==> src/rtl/miner_uart_pkg.sv <==
// Shared definitions for the miner UART transmitter.
//   uart_state_e         : transmitter FSM states
//   UART_IDLE_LVL        : serial line level between frames (mark)
//   UART_DATA_BITS       : data bits per frame
//   UART_CLK_DIV_DEFAULT : clocks per bit for 40 MHz / 9600 baud
// Build option: MINER_UART_PARITY_EN (see miner_uart_tx.sv) uses ST_PARITY.
package miner_uart_pkg;

    typedef enum logic [2:0] {
        ST_IDLE   = 3'd0,
        ST_START  = 3'd1,
        ST_DATA   = 3'd2,
        ST_PARITY = 3'd3,
        ST_STOP   = 3'd4
    } uart_state_e;

    localparam logic UART_IDLE_LVL        = 1'b1;
    localparam int   UART_DATA_BITS       = 8;
    localparam int   UART_CLK_DIV_DEFAULT = 4167;

endpackage

==> src/rtl/miner_uart_tx_if.sv <==
// Byte handshake between miner control logic and the UART transmitter.
//   tx_data  : byte to queue
//   tx_valid : tx_data is valid this cycle
//   tx_ready : transmitter FIFO can accept a byte
// master = byte producer, slave = transmitter.
interface miner_uart_tx_if;
    logic [7:0] tx_data;
    logic       tx_valid;
    logic       tx_ready;

    modport master (output tx_data, output tx_valid, input tx_ready);
    modport slave  (input tx_data, input tx_valid, output tx_ready);
endinterface

==> src/rtl/miner_uart_fifo.sv <==
// Synchronous byte FIFO with a registered fill level.
//   clk, rst  : clock, asynchronous active-high reset
//   push      : write push_data (ignored when full)
//   pop       : drop head entry (ignored when empty)
//   pop_data  : current head entry (combinational read)
//   level     : entries currently stored
//   full      : level == DEPTH
//   empty     : level == 0
// DEPTH must be a power of two so the pointers wrap naturally.
module miner_uart_fifo #(
    parameter int DEPTH = 8
) (
    input  logic                     clk,
    input  logic                     rst,
    input  logic                     push,
    input  logic [7:0]               push_data,
    input  logic                     pop,
    output logic [7:0]               pop_data,
    output logic [$clog2(DEPTH):0]   level,
    output logic                     full,
    output logic                     empty
);

    localparam int AW = $clog2(DEPTH);
    localparam int LW = AW + 1;

    logic [7:0]    mem [DEPTH];
    logic [AW-1:0] wr_ptr;
    logic [AW-1:0] rd_ptr;
    logic          do_push;
    logic          do_pop;

    assign full     = (level == LW'(DEPTH));
    assign empty    = (level == '0);
    assign do_push  = push && !full;
    assign do_pop   = pop && !empty;
    assign pop_data = mem[rd_ptr];

    always_ff @(posedge clk) begin
        if (do_push) begin
            mem[wr_ptr] <= push_data;
        end
    end

    always_ff @(posedge clk or posedge rst) begin
        if (rst) begin
            wr_ptr <= '0;
            rd_ptr <= '0;
            level  <= '0;
        end else begin
            if (do_push) begin
                wr_ptr <= wr_ptr + AW'(1);
            end
            if (do_pop) begin
                rd_ptr <= rd_ptr + AW'(1);
            end
            unique case ({do_push, do_pop})
                2'b10:   level <= level + LW'(1);
                2'b01:   level <= level - LW'(1);
                default: level <= level;
            endcase
        end
    end

endmodule

==> src/rtl/miner_uart_tx.sv <==
// Buffered UART transmitter: queues bytes from the miner control logic and
// serialises them LSB first, 8N1 (8E1 when MINER_UART_PARITY_EN is defined).
//   wb_clk_i   : user-area clock
//   wb_rst_i   : asynchronous active-high reset (released synchronously inside)
//   enable     : 1 = new frames may start; a running frame always completes
//   tx_if      : byte handshake (slave side)
//   uart_tx    : serial line, idle high
//   uart_oeb   : pad output-enable-bar, tied low
//   busy       : frame in progress or bytes queued
//   fifo_level : bytes currently queued
// Build option: MINER_UART_PARITY_EN adds an even-parity bit after bit7.
//
// state  | meaning
// IDLE   | line high, waiting for enable and a queued byte
// START  | start bit (0)
// DATA   | data bits, shift_q[0] on the line
// PARITY | even parity of the byte (parity build only)
// STOP   | stop bit (1); may chain straight into the next START
module miner_uart_tx
    import miner_uart_pkg::*;
#(
    parameter int CLK_DIV    = UART_CLK_DIV_DEFAULT,
    parameter int FIFO_DEPTH = 8
) (
    input  logic                        wb_clk_i,
    input  logic                        wb_rst_i,
    input  logic                        enable,
    miner_uart_tx_if.slave              tx_if,
    output logic                        uart_tx,
    output logic                        uart_oeb,
    output logic                        busy,
    output logic [$clog2(FIFO_DEPTH):0] fifo_level
);

    localparam int          BIT_W      = $clog2(UART_DATA_BITS);
    localparam logic [15:0] DIV_RELOAD = 16'(CLK_DIV - 1);

    logic [1:0]       rst_sync;
    logic             rst;
    uart_state_e      state_q;
    uart_state_e      state_d;
    logic [15:0]      baud_cnt;
    logic [BIT_W-1:0] bit_cnt;
    logic [7:0]       shift_q;
    logic             baud_tick;
    logic             last_bit;
    logic             start_ok;
    logic             pop;
    logic             tx_bit;
    logic [7:0]       head_data;
    logic             fifo_full;
    logic             fifo_empty;
`ifdef MINER_UART_PARITY_EN
    logic             parity_q;
`endif

    // Assertion reaches every flop at once; release waits two clock edges.
    always_ff @(posedge wb_clk_i or posedge wb_rst_i) begin
        if (wb_rst_i) begin
            rst_sync <= 2'b11;
        end else begin
            rst_sync <= {rst_sync[0], 1'b0};
        end
    end
    assign rst = rst_sync[1];

    miner_uart_fifo #(
        .DEPTH (FIFO_DEPTH)
    ) u_fifo (
        .clk       (wb_clk_i),
        .rst       (rst),
        .push      (tx_if.tx_valid),
        .push_data (tx_if.tx_data),
        .pop       (pop),
        .pop_data  (head_data),
        .level     (fifo_level),
        .full      (fifo_full),
        .empty     (fifo_empty)
    );

    assign tx_if.tx_ready = !fifo_full;
    assign uart_oeb       = 1'b0;
    assign busy           = (state_q != ST_IDLE) || !fifo_empty;
    assign uart_tx        = tx_bit;

    assign baud_tick = (baud_cnt == '0);
    assign last_bit  = (bit_cnt == BIT_W'(UART_DATA_BITS - 1));
    assign start_ok  = enable && !fifo_empty;

    always_ff @(posedge wb_clk_i or posedge rst) begin
        if (rst) begin
            state_q <= ST_IDLE;
        end else begin
            state_q <= state_d;
        end
    end

    always_comb begin
        state_d = state_q;
        unique case (state_q)
            ST_IDLE:   if (start_ok)  state_d = ST_START;
            ST_START:  if (baud_tick) state_d = ST_DATA;
`ifdef MINER_UART_PARITY_EN
            ST_DATA:   if (baud_tick && last_bit) state_d = ST_PARITY;
            ST_PARITY: if (baud_tick) state_d = ST_STOP;
`else
            ST_DATA:   if (baud_tick && last_bit) state_d = ST_STOP;
`endif
            ST_STOP:   if (baud_tick) state_d = start_ok ? ST_START : ST_IDLE;
            default:   state_d = ST_IDLE;
        endcase
    end

    // Pop happens on the cycle the FSM commits to a new frame, so the start
    // bit appears on the following cycle and stop->start has no gap.
    always_comb begin
        tx_bit = UART_IDLE_LVL;
        pop    = 1'b0;
        unique case (state_q)
            ST_IDLE:   pop    = start_ok;
            ST_START:  tx_bit = ~UART_IDLE_LVL;
            ST_DATA:   tx_bit = shift_q[0];
`ifdef MINER_UART_PARITY_EN
            ST_PARITY: tx_bit = parity_q;
`endif
            ST_STOP:   pop    = baud_tick && start_ok;
            default:   tx_bit = UART_IDLE_LVL;
        endcase
    end

    always_ff @(posedge wb_clk_i or posedge rst) begin
        if (rst) begin
            baud_cnt <= '0;
            bit_cnt  <= '0;
            shift_q  <= '0;
        end else begin
            if (pop) begin
                baud_cnt <= DIV_RELOAD;
            end else if (state_q == ST_IDLE) begin
                baud_cnt <= '0;
            end else if (baud_tick) begin
                baud_cnt <= (state_d == ST_IDLE) ? 16'd0 : DIV_RELOAD;
            end else begin
                baud_cnt <= baud_cnt - 16'd1;
            end

            if (pop) begin
                bit_cnt <= '0;
                shift_q <= head_data;
            end else if (state_q == ST_DATA && baud_tick) begin
                bit_cnt <= bit_cnt + BIT_W'(1);
                shift_q <= {1'b0, shift_q[7:1]};
            end
        end
    end

`ifdef MINER_UART_PARITY_EN
    always_ff @(posedge wb_clk_i or posedge rst) begin
        if (rst) begin
            parity_q <= 1'b0;
        end else if (pop) begin
            parity_q <= ^head_data;
        end
    end
`endif

endmodule

==> src/flat_wrapper.sv <==
// flat-port wrapper written by rule: the top's interface ports become plain ports
module miner_uart_tx_flat import miner_uart_pkg::*;
#(
    parameter int CLK_DIV    = UART_CLK_DIV_DEFAULT,
    parameter int FIFO_DEPTH = 8
)
  (wb_clk_i, wb_rst_i, enable, uart_tx, uart_oeb, busy, fifo_level, tx_if_tx_data, tx_if_tx_valid, tx_if_tx_ready);
  miner_uart_tx_if tx_if_i ();
  input  logic wb_clk_i;
  input  logic wb_rst_i;
  input  logic enable;
  output logic uart_tx;
  output logic uart_oeb;
  output logic busy;
  output logic [$clog2(FIFO_DEPTH):0] fifo_level;
  input wire logic [$bits(tx_if_i.tx_data)-1:0] tx_if_tx_data;
  input wire logic [$bits(tx_if_i.tx_valid)-1:0] tx_if_tx_valid;
  output wire logic [$bits(tx_if_i.tx_ready)-1:0] tx_if_tx_ready;
  assign tx_if_i.tx_data = tx_if_tx_data;
  assign tx_if_i.tx_valid = tx_if_tx_valid;
  assign tx_if_tx_ready = tx_if_i.tx_ready;
  miner_uart_tx #(.CLK_DIV(CLK_DIV), .FIFO_DEPTH(FIFO_DEPTH)) u_core (.wb_clk_i(wb_clk_i), .wb_rst_i(wb_rst_i), .enable(enable), .tx_if(tx_if_i), .uart_tx(uart_tx), .uart_oeb(uart_oeb), .busy(busy), .fifo_level(fifo_level));
endmodule
==> config.mk <==
export PLATFORM = sky130hd
export DESIGN_NAME = miner_uart_tx_flat
export DESIGN_NICKNAME = d
export VERILOG_FILES = /design/src/rtl/miner_uart_pkg.sv /design/src/rtl/miner_uart_tx_if.sv /design/src/rtl/miner_uart_fifo.sv /design/src/rtl/miner_uart_tx.sv /design/src/flat_wrapper.sv
export SDC_FILE = /design/constraint.sdc
export NUM_CORES = 1
export LEC_CHECK = 0
export BUFFER_PORTS_ARGS = -buffer_cell sky130_fd_sc_hd__buf_4
export CORE_ASPECT_RATIO = 0.75
export CORE_MARGIN = 2
export CORE_UTILIZATION = 60
export CTS_BUF_LIST = sky130_fd_sc_hd__clkbuf_8
export DETAILED_ROUTE_END_ITERATION = 10
export PLACE_DENSITY = 0.77
export SETUP_SLACK_MARGIN = 0.5
export SLEW_MARGIN = 40
export SYNTH_ARGS = -nofsm -noshare
export SYNTH_HDL_FRONTEND = slang
export SYNTH_HIERARCHICAL = 1
export SYNTH_SLANG_ARGS = --single-unit
==> constraint.sdc <==
create_clock -name wb_clk_i -period 1.7 [get_ports wb_clk_i]
set_input_delay 0.085 -clock wb_clk_i [delete_from_list [all_inputs] [get_ports wb_clk_i]]
set_output_delay 0.085 -clock wb_clk_i [all_outputs]
set_load 0.1 [all_outputs]
==> results.yml <==
outcome:
  status: "finished with violations"
  failing_checks: "negative setup slack"
placed_design:
  gp_congestion: 0.8134
  placement.io_buffers: 18
  placed_area_mm2: 0.005677
  placement.setup.worst_slack_ps: -920.7
  post-dp-hpwl_mm: 6.494
critical_path:
  rr_endpoint: "u_core/baud_cnt[2]$_DFF_PP0_"
  critPathBufInv: 9
  timing.critical_path.cells: "nor4_4 -> nand4b_4 -> buf_4 -> buf_4 -> buf_6 -> buf_6 -> buf_6 -> buf_6 -> buf_6 -> buf_6 -> buf_6 -> or2_4 -> o21ai_4 -> o21ai_1"
  crit_type: "flip-flop to flip-flop"
  reg2reg_path_depth: 14
  critical_path_s_most_frequent_cell: "sky130_fd_sc_hd__buf_6"
  critical_path_start_type: "flip-flop"
  cp_max_fo: 4
  path_delay_family: "buffers and inverters"
  slowest_stage: "sky130_fd_sc_hd__nor4_4"
  ff2ff_setup_slack_ps: -1140
  max_stage_delay_ps: 490
  critical_path_arrival_ps: 3110
  worstSetupEndpointType: "flip-flop"
  critical_path_required_ps: 1980
  regToRegStartpoint: "u_core/baud_cnt[4]$_DFF_PP0_"
synthesis:
  ys_seq_elements: 106
  synth_most_common_cell: "sky130_fd_sc_hd__edfxtp_1"
  yosysUniqueCellTypes: 57
  post_synth_inst_count: 322
  ys_seq_area_frac: 0.6199
  synth-main-ff-cell: "sky130_fd_sc_hd__edfxtp_1"
  synth.largest_area_cell: "sky130_fd_sc_hd__edfxtp_1"
  synth_top_cells_by_count: "sky130_fd_sc_hd__edfxtp_1, sky130_fd_sc_hd__dfrtp_1, sky130_fd_sc_hd__nor2_1"
  synth_area_mm2: 0.004800
  ys_async_sr_fraction: 0.3962
  yosysWarnings: 6
  synth_enable_flop_cells: 64
  synth.area.top_cells: "sky130_fd_sc_hd__edfxtp_1, sky130_fd_sc_hd__dfrtp_1, sky130_fd_sc_hd__mux4_1, sky130_fd_sc_hd__mux2_2, sky130_fd_sc_hd__nor2_1"
  postSynthAreaPerCell_um2: 14.91
  yosysTopAreaCellShare: 0.4004
layout:
  fillers: 313
  antenna-diode-count: 0
  drive_above_1_share: 0.4689
  finish.instance_area_mm2: 0.006654
  flow.area_growth_from_synthesis_pct: 38.63
  final_nets: 466
power_and_ir_drop:
  share_seq_of_total_power: 0.379
  cellPowerDensity_mw_per_mm2: 1553
  clock_power_share: 0.150
  power_switching_mw: 3.953
  intPower_mw: 6.383
  pwr-share-comb: 0.471
  swShare: 0.3824
  static-leakage-power_nw: 2.708
  total_power_mw: 10.34
  max-vdd-ir-drop_v: 0.001030
sta:
  timing_max_transition_violations_final: 0
  unrepaired_setup_endpoints_after_global_routing: "yes"
  timing.final.ws_setup_ps: -1139
  finalSetupViolations: 105
  fin_worst_skew_ps: 12.08
  top_achievable_clock_speed_ghz: 0.3523
  finalHoldViolCount: 0
  period_minus_slack_ps: 2839
  timing.final.crit_share: 1.670
min_path:
  timing.hold.worst_endpoint: "u_core/u_fifo/wr_ptr[0]$_DFFE_PP0P_"
  cell_depth_of_the_worst_min_delay_path: 4
  hold_path.class: "input port to flip-flop"
  min_from: "tx_if_tx_valid"
route:
  final_routed_wirelength_across_all_metal_layers_mm: 13.12
  detail_route.wl_per_cell_um: 23.64
  vias_per_cell: 6.164
  drc_violations: 0
  number_of_iterations_in_the_first_detailed_routing_pass: 5
  route.vias.total: 3421
  iteration_0_drc_markers: 240
  drt.antenna.violating_nets: 0
cts:
  tritoncts.num_buffers: 9
  cts_num_sinks: 106
  clock-root-buffer: "sky130_fd_sc_hd__clkbuf_8"
  clock_tree.htree_level_count: 3
  clockBufferDepth: 2
  path_clk_slew_ps: 100
  clock_insertion_delay_worst_skew_ps: 400
  cts_tree: "yes"
floorplan:
  initial_core_util: 0.6143
  dieWidth_um: 107.3
  design.portCount: 20
  dieArea_mm2: 0.008738
  placement_rows: 28
  dieHeight_um: 81.46
  floorplan.core_area_mm2: 0.007812
job:
  maxCapViolCount: 0
grt:
  grt_pass1_wl_mm: 18.47
  first_global_vias: 3432
  grt_resource_usage_total: 0.2952
  grt_max_degree: 31
  grt_use_met1: 0.3847
  grt_antenna_before_repair: 0
  grt_overflow_total: 0
  grtUsageMet3: 0.07937
  grt_busiest_layer: "met2"
  groute.layer.met2.usage: 0.4810
## worst reg2reg max path, delay by kind of cell (launching register included)
family | cells | cell delay, ps
buffers and inverters | 9 | 1040
AND/OR/NAND/NOR | 3 | 940
flip-flops | 1 | 430
AO/OA/AOI/OAI | 2 | 330
## worst max-delay path by stage
| stage | slack (ps) | from | depth (start not counted) | to |
|---|---|---|---|---|
| final | -1140 | u_core/baud_cnt[4]$_DFF_PP0_ | 14 | u_core/baud_cnt[2]$_DFF_PP0_ |
| after global routing | -1160 | u_core/baud_cnt[5]$_DFF_PP0_ | 12 | u_core/u_fifo/level[3]$_DFFE_PP0P_ |
| after CTS | -920 | u_core/baud_cnt[7]$_DFF_PP0_ | 12 | u_core/u_fifo/level[3]$_DFFE_PP0P_ |
| after detailed placement | -920 | u_core/baud_cnt[8]$_DFF_PP0_ | 12 | u_core/u_fifo/level[3]$_DFFE_PP0P_ |
| after global placement | -840 | u_core/baud_cnt[8]$_DFF_PP0_ | 12 | u_core/u_fifo/level[3]$_DFFE_PP0P_ |
| after floorplan | -1230 | u_core/u_fifo/level[3]$_DFFE_PP0P_ | 13 | u_core/u_fifo/level[3]$_DFFE_PP0P_ |
## sequential cells by signal, summed over array words and instances (netlist names)
signal / count
u_core/bit_cnt: 3
u_core/u_fifo/wr_ptr: 3
u_core/shift_q: 8
u_core/baud_cnt: 16
u_core/u_fifo/mem: 64
u_core/rst_sync: 2
u_core/state_q: 3
u_core/u_fifo/level: 4
u_core/u_fifo/rd_ptr: 3
## power by group through the flow
stage	sequential (mW)	combinational, mW	clock, mW
after global routing	3.96	5.10	1.67
after detailed placement	3.88	3.80	0
after floorplan	4.27	2.12	0
final	3.92	4.87	1.55
after CTS	3.86	4.42	1.55
after global placement	3.84	3.71	0
## stage by stage
stage,util,hold slack (ps),setup TNS (ps),instances
floorplan,-,-3.500,-18380,323
finish,0.8517,105.3,-54960,555
CTS,0.8362,47.14,-38760,548
global route,0.8517,112.8,-58390,555
global placement,0.7266,118.7,-23570,495
detailed placement,0.7266,123.5,-25540,495
## timing repair
action	CTS	global route
cloned	2	0
endpoints found under the setup margin	111	111
endpoints found under the hold margin	67	0
setup buffers	25	7
pin swaps	18	16
hold buffers	10	0
resized for setup	82	15
## layout make-up
type / instances / area [µm²] / area share
clock inverters: 7 / 66.31 / 0.009966
flip-flops and latches: 106 / 2992 / 0.4496
inverters: 16 / 67.56 / 0.01015
multi-input cells: 190 / 2059 / 0.3095
clock buffers: 9 / 123.9 / 0.01862
repair buffers: 122 / 1214 / 0.1824
well taps: 105 / 131.4 / 0.01974
## routing by layer
layer | routed length (µm) | up-vias
met5 | 0 | -
met4 | 503 | 0
met3 | 977 | 42
met2 | 6762 | 207
met1 | 4874 | 1720
li1 | - | 1452
## cells in the final DEF (no fill, tap or decap), drive strengths merged, types with 4 or more instances in the layout
cell type,netlist,final
buf,10,112
edfxtp,64,64
dfrtp,40,40
nor2,32,32
nand2,21,22
inv,15,20
mux4,16,16
xnor2,11,11
mux2,11,11
dlygate4sd3,0,10
clkbuf,2,9
o21ai,9,9
xor2,8,8
ha,8,8
a21oi,7,7
a21o,6,6
a22o,6,6
nor4,6,6
nor3,5,5
nand2b,4,4
nor3b,4,4
nand3,4,4
## cells by family after synthesis
logic type                 share of synthesized area
DFF                                           0.6199
buffers and inverters                        0.03441
adders and majority gates                    0.02503
xor gates and xnor gates                     0.03467
other                                      0.0007813
and+or+nand+nor                               0.1105
muxes                                         0.1197
AOI/OAI and AO/OA                            0.05501
(Power assumes the default switching activity.)
